**config.mk**
```make
export PLATFORM = sky130hd
export DESIGN_NAME = maxnet_controller
export DESIGN_NICKNAME = d
export VERILOG_FILES = /design/src/rtl/maxnet_pkg.sv /design/src/rtl/maxnet_iter_counter.sv /design/src/rtl/maxnet_controller.sv
export SDC_FILE = /design/constraint.sdc
export NUM_CORES = 1
export LEC_CHECK = 0
export CAP_MARGIN = 20
export CORE_MARGIN = 2
export CORE_UTILIZATION = 51
export CTS_BUF_LIST = sky130_fd_sc_hd__clkbuf_8
export CTS_CLUSTER_DIAMETER = 200
export CTS_CLUSTER_SIZE = 12
export DETAILED_ROUTE_END_ITERATION = 8
export PLACE_DENSITY = 0.92
export SYNTH_ARGS = -nofsm -noshare
export SYNTH_HDL_FRONTEND = slang
export SYNTH_SLANG_ARGS = --single-unit
```
**constraint.sdc**
```tcl
create_clock -name clk -period 2.4 [get_ports clk]
set_clock_uncertainty 0.2 [all_clocks]
set_input_delay 0.24 -clock clk [delete_from_list [all_inputs] [get_ports clk]]
set_output_delay 0.24 -clock clk [all_outputs]
set_load 0.02 [all_outputs]
```
**src/rtl/maxnet_pkg.sv**
```systemverilog
// Shared definitions for the Maxnet controller and datapath benches.
package maxnet_pkg;

  // Controller states, 3-bit encoding.
  typedef enum logic [2:0] {
    IDLE   = 3'd0,
    LOAD   = 3'd1,
    INIT   = 3'd2,
    MULT   = 3'd3,
    ADD    = 3'd4,
    CHECK  = 3'd5,
    UPDATE = 3'd6,
    DONE   = 3'd7
  } state_t;

  // Activation-input mux selects.
  localparam logic S_INPUT    = 1'b0;
  localparam logic S_FEEDBACK = 1'b1;

endpackage

```
**src/rtl/maxnet_iter_counter.sv**
```systemverilog
// Iteration counter: clears on load, increments once per ADD pass and never
// exceeds MAX_ITER; at_max flags that the budget is reached.
module maxnet_iter_counter #(
  parameter int unsigned MAX_ITER = 64,
  parameter int unsigned ITER_W   = 8
) (
  input  logic              clk,
  input  logic              rst,
  input  logic              clear,
  input  logic              inc,
  output logic [ITER_W-1:0] count,
  output logic              at_max
);

  localparam logic [ITER_W-1:0] LIMIT = ITER_W'(MAX_ITER);

  assign at_max = (count == LIMIT);

  // Count register; clear has priority, increment saturates at LIMIT.
  always_ff @(posedge clk or posedge rst) begin
    if (rst) begin
      count <= '0;
    end else if (clear) begin
      count <= '0;
    end else if (inc && !at_max) begin
      count <= count + 1'b1;
    end
  end

endmodule

```
**src/rtl/maxnet_controller.sv**
```systemverilog
// Maxnet winner-take-all sequencer: drives datapath strobes/selects through
// load, seed, and repeated multiply/add/check passes until found or timeout.
module maxnet_controller
  import maxnet_pkg::*;
#(
  parameter int unsigned MAX_ITER    = 64,
  parameter int unsigned ITER_W      = 8,
  parameter int unsigned MULT_CYCLES = 1
) (
  input  logic              clk,
  input  logic              rst,
  input  logic              start,
  input  logic              found,
  output logic              mainRegWrite,
  output logic              actWrite,
  output logic              multWrite,
  output logic              addWrite,
  output logic              s1,
  output logic              s2,
  output logic              s3,
  output logic              s4,
  output logic              busy,
  output logic              done,
  output logic              timeout,
  output logic [ITER_W-1:0] iter_count
);

  localparam logic [3:0] MULT_LAST = 4'(MULT_CYCLES - 1);

  state_t     state;
  state_t     state_next;
  logic [3:0] mult_cnt;
  logic       mult_last;
  logic       at_max;
  logic       sel;
  logic       timeout_set;
  logic       timeout_clr;

  assign mult_last = (mult_cnt == MULT_LAST);

  // State register.
  always_ff @(posedge clk or posedge rst) begin
    if (rst) begin
      state <= IDLE;
    end else begin
      state <= state_next;
    end
  end

  // MULT hold counter: runs only while in MULT, restarts at 0 on every entry.
  always_ff @(posedge clk or posedge rst) begin
    if (rst) begin
      mult_cnt <= '0;
    end else if (state == MULT && !mult_last) begin
      mult_cnt <= mult_cnt + 1'b1;
    end else begin
      mult_cnt <= '0;
    end
  end

  // Timeout flag: cleared by an accepted start, set on budget exhaustion,
  // otherwise held so the host can read it after done.
  always_ff @(posedge clk or posedge rst) begin
    if (rst) begin
      timeout <= 1'b0;
    end else if (timeout_clr) begin
      timeout <= 1'b0;
    end else if (timeout_set) begin
      timeout <= 1'b1;
    end
  end

  // Next-state and Moore-decoded strobes/selects.
  always_comb begin
    state_next   = state;
    mainRegWrite = 1'b0;
    actWrite     = 1'b0;
    multWrite    = 1'b0;
    addWrite     = 1'b0;
    sel          = S_INPUT;
    busy         = 1'b1;
    done         = 1'b0;
    timeout_set  = 1'b0;
    timeout_clr  = 1'b0;
    case (state)
      IDLE: begin
        busy = 1'b0;
        if (start) begin
          state_next  = LOAD;
          timeout_clr = 1'b1;
        end
      end
      LOAD: begin
        mainRegWrite = 1'b1;
        state_next   = INIT;
      end
      INIT: begin
        actWrite   = 1'b1;
        sel        = S_INPUT;
        state_next = MULT;
      end
      MULT: begin
        multWrite = 1'b1;
        if (mult_last) begin
          state_next = ADD;
        end
      end
      ADD: begin
        addWrite   = 1'b1;
        state_next = CHECK;
      end
      CHECK: begin
        if (found) begin
          state_next  = DONE;
          timeout_clr = 1'b1;
        end else if (at_max) begin
          state_next  = DONE;
          timeout_set = 1'b1;
        end else begin
          state_next = UPDATE;
        end
      end
      UPDATE: begin
        actWrite   = 1'b1;
        sel        = S_FEEDBACK;
        state_next = MULT;
      end
      DONE: begin
        done       = 1'b1;
        state_next = IDLE;
      end
      default: begin
        state_next = IDLE;
      end
    endcase
  end

  assign s1 = sel;
  assign s2 = sel;
  assign s3 = sel;
  assign s4 = sel;

  maxnet_iter_counter #(
    .MAX_ITER (MAX_ITER),
    .ITER_W   (ITER_W)
  ) u_iter_counter (
    .clk    (clk),
    .rst    (rst),
    .clear  (state == LOAD),
    .inc    (state == ADD),
    .count  (iter_count),
    .at_max (at_max)
  );

endmodule

```
# After elaboration in Yosys (flattened, before gate mapping)
# Cells that the tools add are included.
dict set report classes {
  n_reduce_logical 10
  n_mux 23
  eq_ne 10
  add_sub_neg 2
}
# op n
set op_table {}
lappend op_table {{one-hot mux 3 bit (7 select lines)} 1}
lappend op_table {{two-way mux 1 bit} 16}
lappend op_table {{two-way mux 8 bit} 2}
lappend op_table {{equality test 3 bit (second input constant)} 4}
lappend op_table {{adder 8 x 1 -> 8 bit (second input constant)} 1}
lappend op_table {{equality test 8 x 7 -> 1 bit (second input constant)} 1}
lappend op_table {{equality test 3 x 2 -> 1 bit (second input constant)} 2}
lappend op_table {{two-way mux 3 bit} 2}
lappend op_table {{adder 4 x 1 -> 4 bit (second input constant)} 1}
lappend op_table {{logical NOT 4 bit} 1}
lappend op_table {{two-way mux 4 bit} 1}
lappend op_table {{!= test 2 bit (second input constant)} 2}
lappend op_table {{nonzero test 2 bit} 2}
lappend op_table {{equality test 3 x 1 -> 1 bit (second input constant)} 1}
lappend op_table {{logical NOT 3 bit} 1}
lappend op_table {{logical AND 1 bit} 2}
lappend op_table {{logical NOT 1 bit} 2}
lappend op_table {{one-hot mux 1 bit (2 select lines)} 1}
lappend op_table {{AND reduction 2 bit} 1}
lappend op_table {{OR reduction 2 bit} 1}
dict set report totals {
  word_cells 49
  regBits 16
  in_bits 4
}

# Longest topological paths before layout
dict set report depth {
  depth_word 6
  depth_mapped 7
}

# By module
# Synthesis repeated with hierarchy kept, for this count alone.
dict set report hier_totals {
  hier_cells 103
  area_unflattened_um2 1017.2
}
# mod n_inst seq_area_each_um2 area_each_um2 cells_each
set by_module_without_submodules {}
lappend by_module_without_submodules {maxnet_controller 1 200.2 556.8 55}
lappend by_module_without_submodules {maxnet_iter_counter 1 200.2 460.4 48}

# Least setup slack after synthesis
# OpenSTA, ideal clock, no wires.
dict set report synth_path {
  kind {reg-to-reg}
  from {register state[0]}
  to {register u_iter_counter.count[6]}
  t_arrival_ps 1440
  setup_slack_ps 624
  path_stages_with_launch 8
  path_buffers 1
  cell_sequence {dfrtp_1 -> inv_1 -> ha_1 -> and2_1 -> buf_2 -> o41a_4 -> nand4_1 -> mux2i_1}
}
dict set report synth_between {
  elab_chain_len 3
  word_cells_on_any_way 5
  cone_classes {eq/ne (2); mux (1); reduce/logical (2)}
}
# element line_no
set synth_lines {}
lappend synth_lines {{start: declaration} maxnet_controller.sv:30} ;# state_t state;
lappend synth_lines {{start signal: assignment} maxnet_controller.sv:46} ;# state <= state_next;
lappend synth_lines {{equality test 3 bit} maxnet_controller.sv:150} ;# .inc (state == ADD),
lappend synth_lines {{logical AND 1 bit} maxnet_iter_counter.sv:25} ;# end else if (inc && !at_max) begin
lappend synth_lines {{nonzero test 2 bit (no line)} --}
lappend synth_lines {{end signal: assignment} maxnet_iter_counter.sv:26} ;# count <= count + 1'b1;
lappend synth_lines {{end: declaration} maxnet_iter_counter.sv:11} ;# output logic [ITER_W-1:0] count,
# Several ways; a longest one is shown, not always the timed one.
# A chain may end at the register's enable or synchronous reset.

# Final worst setup path
dict set report layout_path {
  from {register state[0]}
  to {output s1}
}
dict set report layout_between {
  elab_chain_len 2
}
# element line_no
set layout_lines {}
lappend layout_lines {{equality test 3 bit} maxnet_controller.sv:85} ;# case (state)
lappend layout_lines {{two-way mux 1 bit} maxnet_controller.sv:85}
lappend layout_lines {{end: declaration} maxnet_controller.sv:18} ;# output logic s1,
# Every way passes these cells.

==> flow_summary.toml <==
[outcome]
status = "finished, final reports clean"

[clock_tree]
cts_tree = "done"
clock_path_buffers = 2
cts.sinks = 16
cts_buffers = 3
root_buffer = "clkbuf_8"
clkLatencyLatePin_ns = 0.25
hold_buffers = 0
clkTransAtPathRegs_ns = 0.06
cts-resized-gates = 1
cts_setup_buffers = 0
htreeDepth = 1

[sta]
max_slew.worst_pin.slew_ns = 0.580
period_share_pct = 91.5
setup_violations = 0
rsz0062_at_grt = "no"
final.setup.tns_ns = 0
whs_ns = 0.144
hold_viol_final = 0
relSlewSlack_pct = 61.3
drv_slew = 0
fmax_mhz = 455
layout_min_cycle_time_ns = 2.20

[detailed_routing]
wl_mm = 1.89
drc = 0
first_iter_violations = 12
vias_per_cell = 5.12
ant_nets = 0
wl_per_cell_um = 13.4
drtPass1Iterations = 4
vias = 722

[grt]
grt_pass1_wl_mm = 3.11
grt_max_degree = 17
grt_pass1_vias = 674
grt_use_total_pct = 20.5
overflow = 0
antenna_found_initial = 0

[worst_setup_path]
path_max_fanout = 4
endpoint_kind = "output pin"
worstPathRequired_ns = 1.96
worstPathArrival_ns = 1.76
critPathLaunchType = "register"
r2r_end = "u_iter_counter.count[6]"
reg2reg_slack_ns = 0.52
worstSetupPathType = "register to output pin"
rr_worst_depth = 6
rr_startpoint = "state[0]"

[final_layout]
nets = 130
final_common_cell = "clkdlybuf4s50_1"
drive_gt1_share_pct = 8.62
syn_to_final_growth_pct = 28.7
antenna_cells = 0
mostFrequentLayoutCells = "20 x clkdlybuf4s50_1, 16 x dfrtp_1, 13 x nor2_1, 10 x inv_1, 9 x ha_1"
fillers = 126

[logic_synthesis]
yosysUniqueCellTypes = 32
yosysSeqAreaShare_pct = 41.5
synth_top_area_share_pct = 41.5
synth_area_um2 = 965
synthCells = 95
synth_warnings = 0
synth_top_area_cell = "dfrtp_1"
syn_area_per_cell_um2 = 10.2
syn_nets = 108
netlist_top_cells_area = "dfrtp_1 42%, ha_1 12%, nor2_1 5.1%"
ys_seq_elements = 16

[placed_design]
place_congestion = 0.784
port_buffers = 22
hpwlAfterDp_mm = 1.47

[min_path]
hold_class = "primary input to async pin"

[floorplanning]
floorplan.initialDensity_pct = 55.3
dieArea_mm2 = 0.00226
core_area_mm2 = 0.00175
rows = 15
die_h_um = 47.5
die_x_um = 47.5
io_pins = 23

[power_and_ir_drop]
power.density_mw_per_mm2 = 935
power.leakage_nw = 0.595
ir_drop_mv = 0.601

[run]
drv_cap = 0
-- state kept, by name, indices dropped and copies added, names as in the netlist --
name / cells
state: 3
timeout: 1
u_iter_counter.count: 8
mult_cnt: 4
-- worst max-delay path by stage --
| stage | startpoint | endpoint | slack (ns) | depth (start not counted) |
|---|---|---|---|---|
| 2_1_floorplan | state[0] | u_iter_counter.count[6] | 0.62 | 7 |
| 3_3_place_gp | state[0] | addWrite | 0.35 | 4 |
| 3_5_place_dp | state[0] | addWrite | 0.28 | 4 |
| 4_1_cts | state[1] | mainRegWrite | 0.03 | 4 |
| 5_1_grt | state[1] | busy | 0.11 | 4 |
| 6_report | state[0] | s1 | 0.20 | 4 |
-- cell usage after synthesis --
cell type / count
mux2_1: 1
nand3b_1: 1
xor2_1: 5
nand4bb_1: 1
a31oi_1: 2
nor2b_1: 1
o21ai_2: 1
mux2i_1: 3
and2_1: 3
nand3_1: 1
o21ai_0: 1
and3_2: 1
nor2_1: 13
nand2b_4: 1
nand2b_1: 2
nand4_1: 4
a21oi_1: 2
a311oi_1: 1
a211o_1: 1
xnor2_1: 2
and3_1: 1
dfrtp_1: 16
a21o_1: 2
buf_2: 1
ha_1: 9
nor4_1: 1
buf_4: 4
inv_1: 10
o41a_4: 1
nand2_1: 1
clkbuf_1: 1
a21bo_2: 1
-- routing by layer --
layer	GRT usage (%)	vias up	wire length, µm
met5	0	-	0
met4	10.0	0	29
met3	2.64	4	88
met2	35.1	22	935
met1	25.5	338	837
li1	-	358	-
-- cell type report --
| cell class | count | area, µm² | area share (%) |
|---|---|---|---|
| Sequential cell | 16 | 400 | 32.3 |
| Multi-Input combinational cell | 63 | 488 | 39.3 |
| Inverter | 10 | 37.5 | 3.02 |
| Timing Repair Buffer | 23 | 229 | 18.4 |
| Clock buffer | 4 | 55.1 | 4.44 |
| Tap cell | 25 | 31.3 | 2.52 |
-- critical path, stage by stage, from the launching register on --
cell             delay [ns]
dfrtp_1                0.40
inv_1                  0.13
ha_1                   0.16
and2_1                 0.18
clkdlybuf4s50_1        0.63
-- stage by stage --
stage | cell area [µm²] | util (%) | power (mW) | cells | setup slack, ns
5_1_grt | 1240 | 71.1 | 1.23 | 141 | 0.105
3_3_place_gp | 1180 | 67.9 | 0.907 | 137 | 0.348
3_5_place_dp | 1180 | 67.9 | 0.936 | 137 | 0.285
2_1_floorplan | 965 | - | 0.740 | 95 | 0.624
4_1_cts | 1240 | 71.0 | 1.18 | 141 | 0.0333
6_report | 1240 | 71.1 | 1.16 | 141 | 0.203
-- power by group --
group	switching [mW]	leakage [nW]	internal, mW	total, mW
Combinational	0.296	0.350	0.262	0.559
Clock	0.0922	0.0288	0.146	0.238
Sequential	0.0528	0.216	0.311	0.364
Total	0.441	0.595	0.719	1.16
-- cells by family after synthesis --
| logic type | after synthesis | synth area share [%] |
|---|---|---|
| simple gates | 31 | 17.9 |
| compound gates | 12 | 10.4 |
| xor+xnor | 7 | 6.36 |
| mux | 4 | 4.28 |
| flops | 16 | 41.5 |
| buf+inv | 16 | 7.91 |
| fa+ha+maj | 9 | 11.7 |
(Power assumes the default switching activity.)
